File: src/rtl/reg_scoreboard.sv
// Register-write scoreboard: per-register in-flight writer counts drive the ID-stage
// stall decision. Issue increments, WB retire decrements, errors are sticky.
module reg_sb_cnt #(
  parameter int CNT_W = 2
) (
  input  logic             clk,
  input  logic             rst,
  input  logic             inc,
  input  logic             dec,
  output logic [CNT_W-1:0] count,
  output logic [CNT_W-1:0] count_nxt,
  output logic             ovf,
  output logic             unf
);
  localparam logic [CNT_W-1:0] MAX = '1;

  always_comb begin
    count_nxt = count;
    ovf       = 1'b0;
    unf       = dec && (count == '0);
    if (inc && !dec) begin
      if (count == MAX) ovf = 1'b1;
      else              count_nxt = count + CNT_W'(1);
    end else if (dec && !inc && count != '0) begin
      count_nxt = count - CNT_W'(1);
    end
  end

  always_ff @(posedge clk) begin
    if (rst) count <= '0;
    else     count <= count_nxt;
  end
endmodule

module reg_scoreboard #(
  parameter int NUM_REGS = 16,
  parameter int CNT_W    = 2
) (
  input  logic                clk,
  input  logic                rst,
  input  logic                issue_en,
  input  logic                issue_wb_en,
  input  logic [3:0]          issue_dest,
  input  logic                wb_en,
  input  logic [3:0]          wb_dest,
  input  logic [3:0]          src1,
  input  logic [3:0]          src2,
  input  logic                two_src,
  output logic                hazard_detected,
  output logic [NUM_REGS-1:0] pending_mask,
  output logic [4:0]          inflight_total,
  output logic                err
);
  localparam logic [CNT_W-1:0] MAX   = '1;
  localparam logic [CNT_W-1:0] ONE   = CNT_W'(1);
  localparam int               SUM_W = $clog2(NUM_REGS * (2 ** CNT_W)) + 1;

  logic [NUM_REGS-1:0][CNT_W-1:0] count, count_nxt;
  logic [NUM_REGS-1:0]            inc_v, dec_v, ovf_v, unf_v, busy, nz_nxt;
  logic [SUM_W-1:0]               sum_nxt;
  logic                           inc, full_dest;

  assign inc = issue_en && issue_wb_en;

  for (genvar g = 0; g < NUM_REGS; g++) begin : g_reg
    assign inc_v[g] = inc && (issue_dest == 4'(g));
    assign dec_v[g] = wb_en && (wb_dest == 4'(g));

    reg_sb_cnt #(.CNT_W(CNT_W)) u_cnt (
      .clk       (clk),
      .rst       (rst),
      .inc       (inc_v[g]),
      .dec       (dec_v[g]),
      .count     (count[g]),
      .count_nxt (count_nxt[g]),
      .ovf       (ovf_v[g]),
      .unf       (unf_v[g])
    );

    // A last outstanding writer retiring now is not a hazard: the register
    // file writes on the opposite edge, so ID already sees the new value.
    assign busy[g]   = (count[g] != '0) && !((count[g] == ONE) && dec_v[g]);
    assign nz_nxt[g] = (count_nxt[g] != '0);
  end

  assign full_dest = issue_wb_en && (count[issue_dest] == MAX) &&
                     !(wb_en && (wb_dest == issue_dest));

  assign hazard_detected = busy[src1] || (two_src && busy[src2]) || full_dest;

  always_comb begin
    sum_nxt = '0;
    for (int i = 0; i < NUM_REGS; i++) sum_nxt = sum_nxt + SUM_W'(count_nxt[i]);
  end

  // Registered from next-state counts so mask and total line up with the counters.
  always_ff @(posedge clk) begin
    if (rst) begin
      pending_mask   <= '0;
      inflight_total <= '0;
      err            <= 1'b0;
    end else begin
      pending_mask   <= nz_nxt;
      inflight_total <= 5'(sum_nxt);
      err            <= err || (|ovf_v) || (|unf_v);
    end
  end
endmodule

File: config.mk
export PLATFORM = sky130hd
export DESIGN_NAME = reg_scoreboard
export DESIGN_NICKNAME = d
export VERILOG_FILES = /design/src/rtl/reg_scoreboard.sv
export SDC_FILE = /design/constraint.sdc
export NUM_CORES = 1
export LEC_CHECK = 0
export CAP_MARGIN = 20
export CORE_MARGIN = 2
export CORE_UTILIZATION = 59
export CTS_BUF_LIST = sky130_fd_sc_hd__clkbuf_4 sky130_fd_sc_hd__clkbuf_8 sky130_fd_sc_hd__clkbuf_16
export CTS_CLUSTER_SIZE = 10
export DETAILED_ROUTE_END_ITERATION = 8
export PLACE_DENSITY = 0.81
export SYNTH_ARGS = -nofsm -noshare
export SYNTH_HDL_FRONTEND = slang
export SYNTH_SLANG_ARGS = --single-unit
File: constraint.sdc
create_clock -name clk -period 17.26 [get_ports clk]
set_clock_uncertainty 0.2 [all_clocks]
set_input_delay 1.726 -clock clk [delete_from_list [all_inputs] [get_ports clk]]
set_output_delay 1.726 -clock clk [all_outputs]
set_load 0.02 [all_outputs]
* Word level (Yosys, flattened, before mapping)
Index checks and enable logic that the tools add are counted. W data, S select, Z words.
Operators by class: add/subtract/negate cells 47, $lt $le $gt $ge 3, equal/unequal tests 64, muxes and demuxes 86, reduce and logical (&&, ||, !) cells 238
Operator list (number):
- $logic_and A1 B1 Y1 | 133
- $mux W2 | 49
- $eq A4 B4 Y1 const B | 16
- $reduce_bool A2 Y1 | 32
- $add A5 B2 Y5 | 12
- $logic_not A1 Y1 | 49
- $eq A2 B2 Y1 const B | 17
- $mux W1 | 34
- $add A2 B1 Y2 const B | 16
- $eq A2 B1 Y1 const B | 16
- $eq A4 B3 Y1 const B | 8
- $logic_not A2 Y1 | 16
- $reduce_or A16 Y1 | 2
- $sub A2 B1 Y2 const B | 16
- $eq A4 B2 Y1 const B | 4
- $lt A4 B5 Y1 const B | 3
- $bmux W1 S4 | 2
- $bmux W2 S4 | 1
- $eq A4 B1 Y1 const B | 2
- $logic_not A4 Y1 | 2
- $add A4 B2 Y5 | 1
- $add A3 B2 Y4 | 1
- $eq A4 B4 Y1 | 1
- $logic_or A1 B1 Y1 | 4
- $add A2 B2 Y3 | 1
Word-level totals: register bits after elaboration 54, input port bits 22, output and inout bits 23, logic and storage cells 457

* Logic depth before layout (Yosys ltp)
Gate-level depths: netlist of the first run.
depth after elaboration 22, gate-level depth with buffers 23, depth with buffers taken out 21

* Cells and area by module
From an unflattened synthesis of the first run, not the netlist that was laid out.
Second synthesis, totals: cell total of the unflattened synthesis 742, area total of the unflattened synthesis 5688.0 µm²
Modules (own cells, without submodules):
- reg_sb_cnt | instances 16, cells an instance 25, area an instance 196.4 µm², seq. area each 40.0 µm²
- reg_scoreboard | instances 1, cells an instance 342, area an instance 2544.9 µm², seq. area each 440.4 µm²

* Worst setup path after synthesis of the first run
Ideal clock, no wire load.
path kind input to register, from input port issue_dest[2], to register inflight_total[4], library setup time 0.128 ns, arrival time 6.346 ns, required time 16.932 ns, setup slack 10.587 ns, cell stages on the path 20, path buffers 3, cells stage by stage buf_2 nor2b_1 buf_2 and2_1 clkbuf_1 xor2_1 a221o_1 fa_1 inv_1 fa_1 fa_1 fa_1 inv_1 fa_1 inv_1 ha_1 a21o_1 a21oi_1 xnor2_1 nor2_1
Between the ends: word-level cells in the longest chain between the ends 22
Ends and longest elaborated chain:
- start: declaration | line 43 | input logic [3:0] issue_dest,
- $eq A4 B1 Y1 / $logic_not A4 Y1 (equally long branches) | line 66 | assign inc_v[g] = inc && (issue_dest == 4'(g));
- $logic_and A1 B1 Y1 | line 66
- $logic_not A1 Y1 | line 24 | end else if (dec && !inc && count != '0) begin
- $logic_and A1 B1 Y1 (2 in series) | line 24
- $mux W2 | line 24
- $mux W2 | line 21 | if (inc && !dec) begin
- $add A2 B2 Y3 | line 93 | for (int i = 0; i < NUM_REGS; i++) sum_nxt = sum_nxt + SUM_W'(count_nxt[i]);
- $add A3 B2 Y4 | line 93
- $add A4 B2 Y5 | line 93
- $add A5 B2 Y5 (11 in series) | line 93
- $add A5 B2 Y5 (*) | line 93
- end signal: assignment | line 104 | inflight_total <= 5'(sum_nxt);
- end: declaration | line 51 | output logic [4:0] inflight_total,
Every way passes the cells marked *; elsewhere a longest branch is shown, timed or not. A chain may end at the register's enable or synchronous reset.

* Worst setup path in the final report of the first run
from input port wb_dest[0], to register inflight_total[4]
Between the ends: word-level cells in the longest chain between the ends 21
Ends and longest elaborated chain:
- start: declaration | line 45 | input logic [3:0] wb_dest,
- $eq A4 B1 Y1 / $logic_not A4 Y1 (equally long branches) | line 67 | assign dec_v[g] = wb_en && (wb_dest == 4'(g));
- $logic_and A1 B1 Y1 | line 67
- $logic_and A1 B1 Y1 (2 in series) | line 24
- $mux W2 | line 24
- $mux W2 | line 21
- $add A2 B2 Y3 | line 93
- $add A3 B2 Y4 | line 93
- $add A4 B2 Y5 | line 93
- $add A5 B2 Y5 (11 in series) | line 93
- $add A5 B2 Y5 (*) | line 93
Marked as above.

==> summary.txt, run 1 <==
Hold path
  • HP Class: flip-flop to flip-flop

Clock tree
  • Num CTS Buffers: 5
  • CTS tree: built
  • Clock root cell: clkbuf_8
  • Clk slew on worst S/H paths: 0.11 ns
  • Sink Count: 54
  • PostCTS Resize Cnt: 0
  • Post-CTS Setup Bufs: 0
  • Clk_lat worst skew: about 0.31 ns
  • H-tree levels: 2
  • Longest Clk Path Bufs: 2
  • Hold bufs inserted after CTS: 0

Timing
  • Worst hold slack: 0.528 ns
  • Setup TNS Final: 0 ns
  • Final setup vio count: 0
  • Final Critical Period: around 7.7 ns
  • Final worst-path cycle share: 0.445
  • Final Hold Vio Count: 0
  • Final Slew Violations: 0
  • RSZ-0062 raised after global routing: false
  • Maximum clock frequency: 0.130 GHz
  • Rel. slew slack: 0.330
  • Worst slew pin tran: between 1 and 1.5 ns

Power
  • Total power draw: 281 µW
  • Switch Pwr: 83.7 µW
  • Clock power frac: 0.336
  • P_leak: 2.56 nW
  • P_int: between 150 and 200 µW
  • Switching power share of the total: 0.297
  • Pwr Density: around 46 mW/mm²
  • Gate power share: 0.206
  • Seq pwr share: 0.458
  • Largest vdd supply drop: roughly 0.043 mV

Placed design
  • Routability Congestion: 1.03
  • Hpwl dp: 13700 µm
  • DP Area: 0.00596 mm²
  • # port buffers: 44

Synth
  • Synthesized area: 0.00555 mm²
  • Post-synth EDFFs: 0
  • Dominant synthesized flop cell: dfxtp_1
  • Post-synth cell types: between 60 and 70
  • Synthesized net count: 791
  • Async SR Flop Fraction: 0
  • Post-Synthesis Cells: about 670
  • YS warnings: 0
  • Seq/Total Area, Yosys: 0.195
  • Synthesized flop and latch total: 54
  • Synthesized area per cell: a little over 8 µm²

Run status
  • Run status: completed

Worst setup path
  • CP top delay family: adder cells
  • CP endpoint kind: flip-flop
  • Most Frequent Cell on Critical Path: fa_1
  • Critical Path Slowest Stage Cell: clkdlybuf4s50_1
  • Slowest Stage Delay on Critical Path: 0.69 ns
  • Critical Path RT: 17.24 ns
  • Crit-path cells: clkdlybuf4s50_1, nor2b_1, nand2_1, nand2_1, nand2_1, a221o_1, fa_1, inv_1, fa_1, fa_1, fa_1, inv_1, fa_1, inv_1, ha_1, a21o_1, a21oi_1, xnor2_1, nor2_1
  • Kind of critical path: primary input to flip-flop
  • Worst-path maximum fanout: 10
  • WP buf/inv: 4
  • CP arrival: 7.65 ns
  • Setup crit start kind: primary input

Route
  • DRC Markers: 0
  • DR pass1 iterations: 5
  • Routed length on met2: 8190 µm
  • DR iter-0 viols: 389
  • Drt total wl: 17100 µm
  • Top routing layer in use: met4
  • Routed wl met3: 1540 µm
  • Routed vias/inst: between 6 and 7
  • Routed metal-1 wirelength: ~6800 µm
  • Final ANT Viol Nets: 0
  • Via Count: around 5000
  • Post-DR wirelength/cell: 21.2 µm

Layout
  • Layout Nets: 810
  • Inserted Diodes: 0
  • Layout cell share with drive strength beyond 1: 0.0403
  • Design area: 0.00608 mm²
  • Layout Utilization: 0.661
  • Most common cell after layout, fill and taps aside: nor2_1
  • Area delta synth->final: 9.51%
  • Most frequent cells in the layout: nor2_1 (90), inv_1 (74), ha_1 (69), dfxtp_1 (54), nand2_1 (47)
  • Fillers: 762

Floorplanning
  • I/O pin count: 45
  • # rows: 35
  • Core area: 0.00920 mm²
  • Die W: 101 µm
  • DIE AREA: 0.0102 mm²
  • Initial core utilization: 0.604
  • Die height: 101 µm

GRT
  • Initial antenna violation count: 0
  • First-pass GRT wire length: 26900 µm
  • Largest net degree at the start of global routing: 55
  • GRT Total Usage: 0.345
  • Vias in the first global route: 5048
  • Total grt overflow: 0

Flow run
  • Max-Cap Viols: 0
==> sequential cells by signal, summed over array words and instances, names as in the netlist <==
| name | count |
|---|---|
| err | 1 |
| inflight_total | 5 |
| pending_mask | 16 |
| g.u_cnt.count | 32 |
==> metrics by stage <==
step / std cells / setup slack (ns)
after floorplan: 674 / 10.59
after CTS: 805 / 9.70
after global placement: 797 / 9.47
final: 805 / 9.59
after detailed placement: 797 / 9.36
after global routing: 805 / 9.36
==> cells by family (layout without fill, tap and decap cells) <==
kind of cell | Yosys count | after routing | synth area share
xor+xnor | 37 | 37 | 0.0584
fa+ha+maj | 95 | 95 | 0.249
flops | 54 | 54 | 0.195
mux | 16 | 16 | 0.0514
compound gates | 137 | 137 | 0.161
simple gates | 228 | 228 | 0.203
buf+inv | 107 | 127 | 0.0816
==> tightest hold or removal path: cells and delay by family, from the launching register on <==
family,cells,cell delay (ns)
AOI/OAI and AO/OA,2,0.17
DFF,1,0.38
and+or+nand+nor,2,0.14
==> final timing paths <==
| path | from | end | slack, ns | depth (start not counted) |
|---|---|---|---|---|
| worst max-delay path | wb_dest[0] | inflight_total[4] | 9.59 | 19 |
| worst min-delay path | err | err | 0.53 | 4 |
| worst max register to register | g_reg[10].u_cnt.count[0] | inflight_total[4] | 11.57 | 18 |
| worst min register to register | err | err | 0.53 | 4 |
==> power by group through the flow <==
stage	registers (mW)	logic, mW	clock network [mW]
floorplan	0.134	0.0357	0
global placement	0.132	0.0556	0
detailed placement	0.132	0.0565	0
CTS	0.129	0.0570	0.0964
global route	0.129	0.0624	0.0996
finish	0.129	0.0579	0.0945
==> synthesized netlist by cell type, drive strengths merged, types with 4 or more instances <==
library cell   n  share of area
buf           16          0.019
xnor2         29          0.046
o211ai         5         0.0077
inv           74          0.050
ha            69           0.16
mux4           9          0.039
a211oi        15          0.020
and2           5         0.0056
a32oi          6         0.0095
a2111oi        4         0.0074
o21ai         19          0.017
nand4         13          0.015
a31oi         14          0.016
nand3         15          0.014
a21oi         46          0.041
nand2         47          0.032
nor2          93          0.066
nand3b         4         0.0054
a22oi          6         0.0081
nor3          11          0.013
clkbuf        17          0.012
dfxtp         54           0.19
nand2b         7         0.0079
nor2b          9          0.010
fa            26          0.094
mux2i          6          0.011
xor2           8          0.013
and3           4         0.0045
==> layer usage <==
metal	vias to the layer above	GRT usage
met5	-	0
met2	232	0.587
li1	2347	-
met3	40	0.0589
met4	0	0.102
met1	2447	0.452
==> layout make-up <==
type / count / area [µm²] / share of cell area
Sequential cell: 54 / 1080 / 0.178
Multi-Input combinational cell: 513 / 4020 / 0.661
Tap cell: 111 / 139 / 0.0228
Timing Repair Buffer: 45 / 443 / 0.0729
Clock inverter: 2 / 38.8 / 0.00638
Inverter: 74 / 278 / 0.0457
Clock buffer: 6 / 82.6 / 0.0136
Note: power is estimated with default switching activity, not from simulation.
==> run 2: changes to the inputs <==
clock period = 7.7 ns   (was 17.26 ns; I/O delays follow)
==> run 2 against run 1 <==
Compared with the run above:
- hold slack worse by 0.0028 ns
- first-iteration DRC count grew 21%
- sequential power grew 120%
- via count is 0.30% lower
- design area increased by 0.54%
- die area did not move
- critical path depth did not move
- wire length is 2.9% lower
- combinational power up 120%
- worst setup slack got worse by 8.3 ns
- critical endpoint unchanged
- largest cell class unchanged
==> summary.txt, run 2 (same netlist as run 1, synthesis figures left out) <==
Worst setup path
  • Setup crit start kind: primary input
  • CP arrival: 6.43 ns
  • Kind of critical path: primary input to flip-flop
  • Worst-path maximum fanout: 10
  • Most Frequent Cell on Critical Path: fa_1
  • Crit path from: wb_dest[0]
  • Slowest Stage Delay on Critical Path: around 0.66 ns
  • Critical Path Slowest Stage Cell: clkdlybuf4s50_1
  • Critical Path RT: 7.70 ns
  • CP endpoint kind: flip-flop
  • Crit-path cells: clkdlybuf4s50_1, nor2b_1, nand2_1, nand2_1, nand2_1, a221o_1, fa_1, inv_1, fa_1, fa_1, fa_1, inv_1, fa_1, inv_1, ha_1, a21o_1, a21oi_1, xnor2_1, nor2_1
  • RR Startpoint: g_reg[10].u_cnt.count[0]

Placed design
  • # port buffers: between 40 and 50
  • Routability Congestion: 1.03
  • Hpwl dp: ~14000 µm

Floorplanning
  • Core area: 0.00920 mm²
  • Initial core utilization: 0.604
  • Die W: ~100 µm
  • I/O pin count: 45
  • Die height: between 100 and 150 µm
  • # rows: 35
  • DIE AREA: around 0.010 mm²

Timing
  • Final Hold Vio Count: 0
  • Rel. slew slack: 0.361
  • Setup TNS Final: 0 ns
  • Maximum clock frequency: 0.155 GHz
  • Final Critical Period: about 6.4 ns
  • Final worst-path cycle share: 0.836
  • RSZ-0062 raised after global routing: false
  • Worst slew pin tran: ~0.96 ns
  • Final setup vio count: 0
  • Final Slew Violations: 0

Layout
  • Largest regs: g.u_cnt.count (32), pending_mask (16), inflight_total (5)
  • Largest register FFs: 32
  • Most frequent cells in the layout: nor2_1 (90), inv_1 (74), ha_1 (69), dfxtp_1 (54), nand2_1 (47)
  • Layout Nets: 815
  • Largest Register: g.u_cnt.count
  • Inserted Diodes: 0
  • Layout Utilization: 0.664
  • Most common cell after layout, fill and taps aside: nor2_1
  • Layout cell share with drive strength beyond 1: 0.0472
  • Area delta synth->final: 10.1%

Clock tree
  • H-tree levels: 2
  • Num CTS Buffers: 5
  • Clock root cell: clkbuf_8
  • PostCTS Resize Cnt: 0
  • Clk slew on worst S/H paths: ~0.12 ns
  • Post-CTS Setup Bufs: 0
  • Hold bufs inserted after CTS: 0
  • Sink Count: 54
  • CTS tree: built
  • Clk_lat worst skew: 0.33 ns
  • Longest Clk Path Bufs: 2

GRT
  • Vias in the first global route: 4953
  • GRT Total Usage: 0.336
  • Initial antenna violation count: 0
  • Largest net degree at the start of global routing: 55
  • First-pass GRT wire length: 26200 µm
  • Total grt overflow: 0

Route
  • DRC Markers: 0
  • DR pass1 iterations: 7
  • Final ANT Viol Nets: 0
  • Routed vias/inst: 6.24
  • DR iter-0 viols: 469
  • Via Count: ~5000
  • Drt total wl: 16600 µm
  • Post-DR wirelength/cell: slightly above 20 µm

Power
  • P_leak: around 2.6 nW
  • Total power draw: 629 µW
  • Pwr Density: 103 mW/mm²
  • Largest vdd supply drop: ~0.084 mV

Flow run
  • Max-Cap Viols: 0

Run status
  • Run status: completed

Hold path
  • Hold Startpoint: g_reg[2].u_cnt.count[1]
  • HP Class: flip-flop to flip-flop
run 2: power by group:
part	switching [mW]	internal, mW
Clock	0.110	0.0989
Combinational	0.0776	0.0526
Sequential	0.00464	0.285
Total	0.192	0.436
run 2: final timing paths:
check | depth (start not counted) | endpoint | slack [ns]
worst max-delay path | 19 | inflight_total[4] | 1.26
worst min-delay path | 4 | g_reg[2].u_cnt.count[1] | 0.53
worst max register to register | 19 | inflight_total[4] | 2.09
worst min register to register | 4 | g_reg[2].u_cnt.count[1] | 0.53
run 2: worst max-delay path: cells and delay by family:
| kind | cells | cell delay [ns] |
|---|---|---|
| AO/OA/AOI/OAI | 3 | 0.73 |
| adder cells (fa/ha/maj) | 6 | 2.83 |
| AND/OR/NAND/NOR | 5 | 1.12 |
| XOR/XNOR | 1 | 0.14 |
| buffers and inverters | 4 | 0.82 |
run 2: per-layer routing:
layer  wire length (µm)  share of wire  GRT usage  vias to the layer above
li1                   -              -          -                     2362
met1               7100           0.43      0.446                     2428
met2               7700           0.46      0.549                      219
met3               1220          0.073     0.0589                       42
met4                552          0.033      0.125                        0
met5                  0              0          0                        -
run 2: through the flow:
stage	setup WS, ns	cells	cell area [µm²]	hold WS [ns]
after floorplan	1.98	674	5550	0.401
after global placement	1.03	802	5990	0.464
after detailed placement	0.961	802	5990	0.487
after CTS	1.30	810	6110	0.505
after global routing	0.854	810	6110	0.573
final	1.26	810	6110	0.526
run 2: area by class of cell:
type / count / area (µm²)
inverters: 74 / 278
clock buffers: 5 / 68.8
multi-input cells: 513 / 4020
well taps: 111 / 139
repair buffers: 50 / 480
clock inverters: 3 / 47.5
flip-flops and latches: 54 / 1080
fillers: 804 / 3090
